[config.mk]
export PLATFORM = sky130hd
export DESIGN_NAME = dcache_direct_wb
export DESIGN_NICKNAME = d
export VERILOG_FILES = /design/src/rtl/dcache_direct_wb.sv
export SDC_FILE = /design/constraint.sdc
export NUM_CORES = 2
export LEC_CHECK = 0
export CAP_MARGIN = 30
export CORE_ASPECT_RATIO = 2
export CORE_MARGIN = 3
export CORE_UTILIZATION = 51
export CTS_BUF_LIST = sky130_fd_sc_hd__clkbuf_8
export CTS_CLUSTER_SIZE = 28
export DETAILED_ROUTE_END_ITERATION = 7
export PLACE_DENSITY_LB_ADDON = 0.15
export SLEW_MARGIN = 30
export SYNTH_ARGS = -nofsm -noshare
export SYNTH_HDL_FRONTEND = slang
export SYNTH_SLANG_ARGS = --single-unit
export TNS_END_PERCENT = 10
[constraint.sdc]
create_clock -name clk -period 23 [get_ports clk]
set_clock_uncertainty 0.15 [all_clocks]
set_input_delay 5.75 -clock clk [delete_from_list [all_inputs] [get_ports clk]]
set_output_delay 5.75 -clock clk [all_outputs]
set_load 0.01 [all_outputs]
[src/rtl/dcache_direct_wb.sv]
// Direct-mapped write-back, write-allocate data cache between the MEM stage and a 128-bit block memory.
// Hits complete in the request cycle; misses hold proc_stall high through writeback/fill plus one compare cycle.
module dcache_direct_wb #(
   parameter int NUM_BLOCKS = 8,
   parameter int INDEX_W    = 3,
   parameter int TAG_W      = 25
) (
   input  logic                       clk,
   input  logic                       rst_n,
   input  logic                       proc_read,
   input  logic                       proc_write,
   input  logic [29:0]                proc_addr,
   input  logic [31:0]                proc_wdata,
   output logic                       proc_stall,
   output logic [31:0]                proc_rdata,
   output logic                       mem_read,
   output logic                       mem_write,
   output logic [TAG_W+INDEX_W-1:0]   mem_addr,
   output logic [127:0]               mem_wdata,
   input  logic [127:0]               mem_rdata,
   input  logic                       mem_ready
);

   typedef enum logic [1:0] {
      S_COMPARE   = 2'd0,
      S_WRITEBACK = 2'd1,
      S_ALLOCATE  = 2'd2
   } state_t;

   state_t                     r_state;
   state_t                     w_state_nxt;

   logic [NUM_BLOCKS-1:0]      r_valid;
   logic [NUM_BLOCKS-1:0]      r_dirty;
   logic [TAG_W-1:0]           r_tag  [NUM_BLOCKS];
   logic [127:0]               r_data [NUM_BLOCKS];

   logic                       r_mem_read;
   logic                       r_mem_write;
   logic [TAG_W+INDEX_W-1:0]   r_mem_addr;
   logic [127:0]               r_mem_wdata;

   logic                       w_mem_read_nxt;
   logic                       w_mem_write_nxt;
   logic [TAG_W+INDEX_W-1:0]   w_mem_addr_nxt;
   logic [127:0]               w_mem_wdata_nxt;

   logic [INDEX_W-1:0]         w_index;
   logic [1:0]                 w_offset;
   logic [TAG_W-1:0]           w_tag;
   logic                       w_req;
   logic                       w_hit;
   logic                       w_victim_dirty;
   logic [127:0]               w_line;
   logic [127:0]               w_line_merged;
   logic                       w_wr_hit;
   logic                       w_fill;

   assign w_index        = proc_addr[INDEX_W+1:2];
   assign w_offset       = proc_addr[1:0];
   assign w_tag          = proc_addr[29:INDEX_W+2];
   assign w_req          = proc_read | proc_write;
   assign w_line         = r_data[w_index];
   assign w_hit          = r_valid[w_index] & (r_tag[w_index] == w_tag);
   assign w_victim_dirty = r_valid[w_index] & r_dirty[w_index];

   // Reads always see the stored word, so a combined read+write returns the pre-write value.
   assign proc_rdata = w_line[{w_offset, 5'd0} +: 32];

   always_comb begin
      w_line_merged = w_line;
      w_line_merged[{w_offset, 5'd0} +: 32] = proc_wdata;
   end

   assign mem_read  = r_mem_read;
   assign mem_write = r_mem_write;
   assign mem_addr  = r_mem_addr;
   assign mem_wdata = r_mem_wdata;

   // State register
   always_ff @(posedge clk or negedge rst_n) begin
      if (!rst_n) begin
         r_state <= S_COMPARE;
      end else begin
         r_state <= w_state_nxt;
      end
   end

   // Next-state logic
   always_comb begin
      w_state_nxt = r_state;
      case (r_state)
         S_COMPARE: begin
            if (w_req && !w_hit) begin
               w_state_nxt = w_victim_dirty ? S_WRITEBACK : S_ALLOCATE;
            end
         end
         S_WRITEBACK: begin
            if (mem_ready) w_state_nxt = S_ALLOCATE;
         end
         S_ALLOCATE: begin
            if (mem_ready) w_state_nxt = S_COMPARE;
         end
         default: w_state_nxt = S_COMPARE;
      endcase
   end

   // Output logic: stall, array update strobes and next values of the registered memory request
   always_comb begin
      proc_stall      = w_req & ~((r_state == S_COMPARE) & w_hit);
      w_wr_hit        = 1'b0;
      w_fill          = 1'b0;
      w_mem_read_nxt  = r_mem_read;
      w_mem_write_nxt = r_mem_write;
      w_mem_addr_nxt  = r_mem_addr;
      w_mem_wdata_nxt = r_mem_wdata;
      case (r_state)
         S_COMPARE: begin
            if (w_req && !w_hit) begin
               if (w_victim_dirty) begin
                  w_mem_write_nxt = 1'b1;
                  w_mem_addr_nxt  = {r_tag[w_index], w_index};
                  w_mem_wdata_nxt = w_line;
               end else begin
                  w_mem_read_nxt  = 1'b1;
                  w_mem_addr_nxt  = {w_tag, w_index};
               end
            end else if (proc_write && w_hit) begin
               w_wr_hit = 1'b1;
            end
         end
         S_WRITEBACK: begin
            if (mem_ready) begin
               w_mem_write_nxt = 1'b0;
               w_mem_read_nxt  = 1'b1;
               w_mem_addr_nxt  = {w_tag, w_index};
            end
         end
         S_ALLOCATE: begin
            if (mem_ready) begin
               w_mem_read_nxt = 1'b0;
               w_fill         = 1'b1;
            end
         end
         default: begin
            w_mem_read_nxt  = 1'b0;
            w_mem_write_nxt = 1'b0;
         end
      endcase
   end

   // Memory request registers drop asynchronously on reset, abandoning any transfer in flight.
   always_ff @(posedge clk or negedge rst_n) begin
      if (!rst_n) begin
         r_mem_read  <= 1'b0;
         r_mem_write <= 1'b0;
         r_mem_addr  <= '0;
         r_mem_wdata <= '0;
      end else begin
         r_mem_read  <= w_mem_read_nxt;
         r_mem_write <= w_mem_write_nxt;
         r_mem_addr  <= w_mem_addr_nxt;
         r_mem_wdata <= w_mem_wdata_nxt;
      end
   end

   always_ff @(posedge clk or negedge rst_n) begin
      if (!rst_n) begin
         r_valid <= '0;
         r_dirty <= '0;
      end else if (w_fill) begin
         r_valid[w_index] <= 1'b1;
         r_dirty[w_index] <= 1'b0;
      end else if (w_wr_hit) begin
         r_dirty[w_index] <= 1'b1;
      end
   end

   // Tag and data arrays carry no reset; valid gates every use of them.
   always_ff @(posedge clk) begin
      if (w_fill) begin
         r_tag[w_index]  <= w_tag;
         r_data[w_index] <= mem_rdata;
      end else if (w_wr_hit) begin
         r_data[w_index] <= w_line_merged;
      end
   end

endmodule
; Yosys cells after proc, flatten, opt, wreduce, memory -nomap -nowiden
; Memory sizes are Yosys's and may differ from the RTL's.
; Index checks and enable logic that the tools add are counted.
[word_totals]
reg_bits = 176
ramBits = 1224
inputBits = 195
out_inout_bits = 191
word_cells = 84
n_memories = 2
[op_classes]
n_addsub = 1
order_cmp = 2
n_eq_ne = 8
shift = 3
n_mux = 37
bitwise = 12
n_reduce_logical = 12
[memory_table]
columns = memory, depth, width, read_ports, rd_ports_with_merged_regs, write_ports, line_no
row1 = r_data, 8, 128, 1, 0, 1, 36  ; logic [127:0] r_data [NUM_BLOCKS];
row2 = r_tag, 8, 25, 1, 0, 1, 35  ; logic [TAG_W-1:0] r_tag [NUM_BLOCKS];
[ops]
columns = cell, count
row1 = $bwmux W128, 1
row2 = $mux W128, 1
row3 = $shift A32 B9 Y128 const A, 1
row4 = $shiftx A128 B8 Y32, 1
row5 = $shiftx A32 B9 Y128, 1
row6 = $mux W28, 3
row7 = $pmux W28 S2, 1
row8 = $eq A25 B25 Y1, 1
row9 = $mux W1, 19
row10 = $mux W8, 2
row11 = $or A8 B8 Y8, 2
row12 = $ne A2 B2 Y1 const B, 5
row13 = $neg A7 Y9, 1
row14 = $reduce_and A3 Y1, 3
row15 = $and A8 B8 Y8, 1
row16 = $mux W2, 4
row17 = $not A8 Y8, 1
row18 = $reduce_and A4 Y1, 2
row19 = $bmux W1 S3, 2
row20 = $pmux W1 S3, 2
row21 = $pmux W2 S3, 1
row22 = $and A1 B1 Y1, 4
row23 = $lt A3 B4 Y1 const B, 1
row24 = $reduce_bool A2 Y1, 2
row25 = other kinds (9), 13

; Depth between registers and ports, before layout
[depth]
word_depth = 11
depth_mapped = 14
depth_no_buf = 8

; Worst setup path after synthesis
; Ideal clock, no wire load.
[synth_timing]
path_type = input -> register
start = input proc_addr[2]
end = memory r_data[0][0] (enable)
setup_time_ps = 617
arrival_ps = 12969
required_ps = 22233
path_slack_ps = 9264
path_stages = 11
n_path_buf = 3
path_cell_list = buf_6 > buf_6 > mux4_2 > mux2i_4 > xor2_1 > nand3_1 > nor4_1 > and4_1 > buf_4 > a21oi_1 > nor2_1
[synth_via]
elab_chain_len = 11
elab_cells_between_ends = 15
cone_classes = 1 x eq/ne / 8 x mux / 2 x bitwise / 3 x reduce/logical / 1 x memory
[synth_rtl]
columns = item, line_no
row1 = start: declaration, 12  ; input logic [29:0] proc_addr,
row2 = $mem_v2 Z8 W25 / $bmux W1 S3 (equally long branches), -
row3 = $eq A25 B25 Y1 / $mux W1 (equally long branches), 64  ; assign w_hit = r_valid[w_index] & (r_tag[w_index] == w_tag);
row4 = $and A1 B1 Y1, 64
row5 = $logic_and A1 B1 Y1 / $logic_not A1 Y1 (equally long branches), "128, 119"
row6 = $mux W1 / $logic_and A1 B1 Y1 (equally long branches), "128, 119"
row7 = $mux W1, 119  ; if (w_req && !w_hit) begin
row8 = $mux W1, 117  ; case (r_state)
row9 = $mux W1, 184  ; end else if (w_wr_hit) begin
row10 = $mux W1, 181  ; if (w_fill) begin
row11 = $mux W1 (not written as such), 185  ; r_data[w_index] <= w_line_merged;
row12 = $or A1 B1 Y1 (no line), -
row13 = end: declaration, 36
; Parallel ways exist; a longest one is shown, timed or not. The select of a mux whose other input is x is not followed.

; Worst setup path after layout
[layout_timing]
start = input proc_addr[2]
end = output proc_rdata[31]
[layout_via]
elab_chain_len = 2
[layout_rtl]
columns = item, line_no
row1 = $mem_v2 Z8 W128, -
row2 = $shiftx A128 B8 Y32, 68  ; assign proc_rdata = w_line[{w_offset, 5'd0} +: 32];
row3 = end: declaration, 15  ; output logic [31:0] proc_rdata,
; Every way passes these cells.

==> flow_metrics.env <==
export IMPL_synthFlopType="edfxtp_1"
export IMPL_die_h_um=473
export IMPL_crit_top_cell="buf_4"
export IMPL_cp_max_fo=56
export IMPL_wl_um=172000
export IMPL_vias=33800
export IMPL_crit_path_end_kind="output pin"
export IMPL_ctsHoldBuffers=0
export IMPL_grt_max_degree=130
export IMPL_dieArea_um2=113000
export IMPL_synth_edf_count=1224
export IMPL_synth_commonest_cells="1224 x edfxtp_1, 500 x a22oi_1, 176 x dfrtp_1"
export IMPL_cts_sinks=1400
export IMPL_dp_hpwl_um=95300
export IMPL_drive_above_1_share=0.192
export IMPL_max_cap_violations=0
export IMPL_fin_tns_setup_ns=0
export IMPL_p_leak_uw=0.0222
export IMPL_cp_num_cells=9
export IMPL_ant_nets=0
export IMPL_outcome="finished clean"
export IMPL_worstHoldPathType="flip-flop to flip-flop"
export IMPL_worstPathRequired_ns=17.10
export IMPL_synth_largest_area_cell="edfxtp_1"
export IMPL_synthCells=3276
export IMPL_regToRegSetupSlack_ns=18.05
export IMPL_num_rows=170
export IMPL_cts_resized=0
export IMPL_portBuffers=385
export IMPL_crit_path_end="proc_rdata[31]"
export IMPL_area_growth_pct=17.3
export IMPL_synth_warnings=0
export IMPL_syn_nets=3476
export IMPL_cp_data_arrival_time_ns=10.31
export IMPL_crit_chain="buf_4 -> buf_4 -> nand2b_1 -> nor2_4 -> buf_4 -> a22oi_1 -> nand4_1 -> mux4_2 -> clkdlybuf4s50_1"
export IMPL_io_pins=386
export IMPL_rsz0062_at_grt="false"
export IMPL_period_needed_ns=16.21
export IMPL_ys_types=56
export IMPL_core_area_um2=108000
export IMPL_synthMuxAreaShare=0.104
export IMPL_p_per_area_nw_per_um2=91.8
export IMPL_synthSimpleGateAreaFrac=0.0345
export IMPL_crit_start="proc_addr[2]"
export IMPL_crit_buf_inv=4
export IMPL_max_stage_delay_ns=0.86
export IMPL_worstMarginPinSlew_ns=1.06
export IMPL_vdd_drop_max_v=0.0000623
export IMPL_htree_levels=4
export IMPL_instances_no_fill=5268
export IMPL_cts_buffers=190
export IMPL_gp_congestion=0.806
export IMPL_dieWidth_um=240
export IMPL_yosysSeqAreaShare=0.740
export IMPL_grt_pass1_wl_um=245000
export IMPL_synth_compound_area_frac=0.0909
export IMPL_async_flop_share=0.126
export IMPL_root_buffer="clkbuf_8"
export IMPL_drtIter0Drc=4121
export IMPL_synthXorXnorAreaFrac=0.00236
export IMPL_slew_viol_final=0
export IMPL_finalHoldViolations=0
export IMPL_drc_errors=0
export IMPL_synthAdderAreaFrac=0.00112
export IMPL_yosysTopAreaCellShare=0.661
export IMPL_placedCellCount=4895
export IMPL_netlist_top_cells_area="edfxtp_1 66%, dfrtp_1 7.9%, a22oi_1 6.7%, mux2_4 3.5%, mux2_2 3.4%"
export IMPL_path_class="primary input to output pin"
export IMPL_setup_viol=0
export IMPL_timing_final_crit_share=0.705
export IMPL_fillers=7889
export IMPL_track_usage=0.302
export IMPL_synth_top_family_by_area="multiplexers"
export IMPL_ff2ff_path_depth=10
export IMPL_antenna_found_initial=20
export IMPL_cp_top_family="buffers and inverters"
export IMPL_max_slew_margin=0.293
export IMPL_ys_ff_latch=1400
export IMPL_clock_latency_ns=0.90
export IMPL_max_freq_mhz=61.7
export IMPL_synth_most_common_cell="edfxtp_1"
export IMPL_drt_pass1_iterations=6
export IMPL_nNetsFinal=3913
export IMPL_cts_tree="built"
export IMPL_cts_setup_buffers=0
export IMPL_clkTransAtPathRegs_ns=0.06
export IMPL_initial_utilization=0.516
export IMPL_avgSynthCellArea_um2=17.0
export IMPL_start_kind="primary input"
export IMPL_reg2reg_from="r_tag[7][17]"
export IMPL_synth_area_um2=55600
export IMPL_grt_pass1_vias=35100
export IMPL_vias_per_cell=6.42
export IMPL_wl_per_cell_um=32.6
export IMPL_hold_depth=1
export IMPL_rr_endpoint="r_data[6][93]"
export IMPL_cpMaxStageDelayCell="buf_4"
export IMPL_clk_path_buf_depth=3
export IMPL_grt_overflow_total=0
how the worst min path moves through the flow:
stage,slack [ns],start,to
after floorplan,0.28,r_valid[2],r_valid[2]
after global placement,0.30,r_valid[4],r_valid[4]
after detailed placement,0.30,r_valid[3],r_valid[3]
after CTS,0.32,r_valid[3],r_valid[3]
after global routing,0.34,r_valid[7],r_valid[7]
final,0.32,r_valid[1],r_valid[1]
sequential cells by signal, indices dropped and copies added (netlist names), named ones only:
signal and flops:
r_data 1024, r_tag 200, mem_wdata 128, mem_addr 28, r_valid 8, r_state 2, mem_read 1, mem_write 1
cell usage in the layout, fill, tap and decap left out, types with 6 or more instances in the layout:
cell,netlist,routed
nor2_1,28,7
inv_1,132,201
clkbuf_8,0,217
mux2_4,128,128
buf_16,0,16
mux2i_1,34,34
nand2b_1,10,10
xor2_1,8,8
diode_2,0,11
o22ai_1,12,12
clkdlybuf4s50_1,0,380
a22o_1,10,10
dfrtp_1,176,176
nand3_1,11,11
clkinvlp_4,0,6
o21ai_0,158,158
a222oi_1,7,7
clkinv_2,0,35
o31ai_1,15,15
clkinv_1,1,19
mux2_1,25,25
buf_12,0,12
mux4_2,58,58
edfxtp_1,1224,1224
xnor2_1,7,7
bufinv_16,0,10
nand4_1,122,122
mux2_2,168,168
nand2_1,167,167
a22oi_1,500,500
nor2_4,0,21
or2_2,8,8
buf_4,10,33
power breakdown:
group	switching, µW	total (µW)	internal [µW]	leakage, µW
registers	135	3100	2970	0.0133
logic	497	975	478	0.00669
clock network	935	1920	982	0.00226
kinds of logic after synthesis:
family	Yosys count
XOR/XNOR	15
multiplexers	414
adder cells (fa/ha/maj)	5
buffers and inverters	338
AND/OR/NAND/NOR	381
flip-flops	1400
AO/OA/AOI/OAI	723
layout make-up:
cell class / count / area [µm²] / area share
Antenna cell: 11 / 27.5 / 0.000422
Clock buffer: 217 / 2990 / 0.0457
Clock inverter: 143 / 912 / 0.0140
Inverter: 134 / 504 / 0.00772
Multi-Input combinational cell: 1538 / 13200 / 0.202
Sequential cell: 1400 / 41200 / 0.630
Tap cell: 1376 / 1720 / 0.0264
Timing Repair Buffer: 449 / 4810 / 0.0736
stage by stage:
step	worst slack, ns	utilization	total power, µW	cell area, µm²	hold slack [ns]
detailed placement	6.79	0.568	4120	61300	0.302
finish	6.79	0.605	6000	65300	0.319
CTS	6.80	0.605	6020	65200	0.318
global placement	6.63	0.565	4100	60900	0.296
global route	6.56	0.605	6200	65300	0.336
floorplan	9.26	-	3560	55600	0.284
metal layers:
metal / up-vias / wire length (µm) / GRT usage
li1: 14000 / - / -
met1: 17300 / 62800 / 0.390
met2: 2175 / 81900 / 0.480
met3: 371 / 20900 / 0.0959
met4: 14 / 6260 / 0.118
met5: - / 85 / 0
worst reg2reg max path, delay by kind of cell (launching register included):
family / cells / cell delay (ns)
multiplexers: 2 / 0.70
AO/OA/AOI/OAI: 1 / 0.32
XOR/XNOR: 1 / 0.72
flip-flops: 1 / 0.37
buffers and inverters: 2 / 0.71
AND/OR/NAND/NOR: 4 / 1.32
Note: power is estimated with default switching activity, not from simulation.
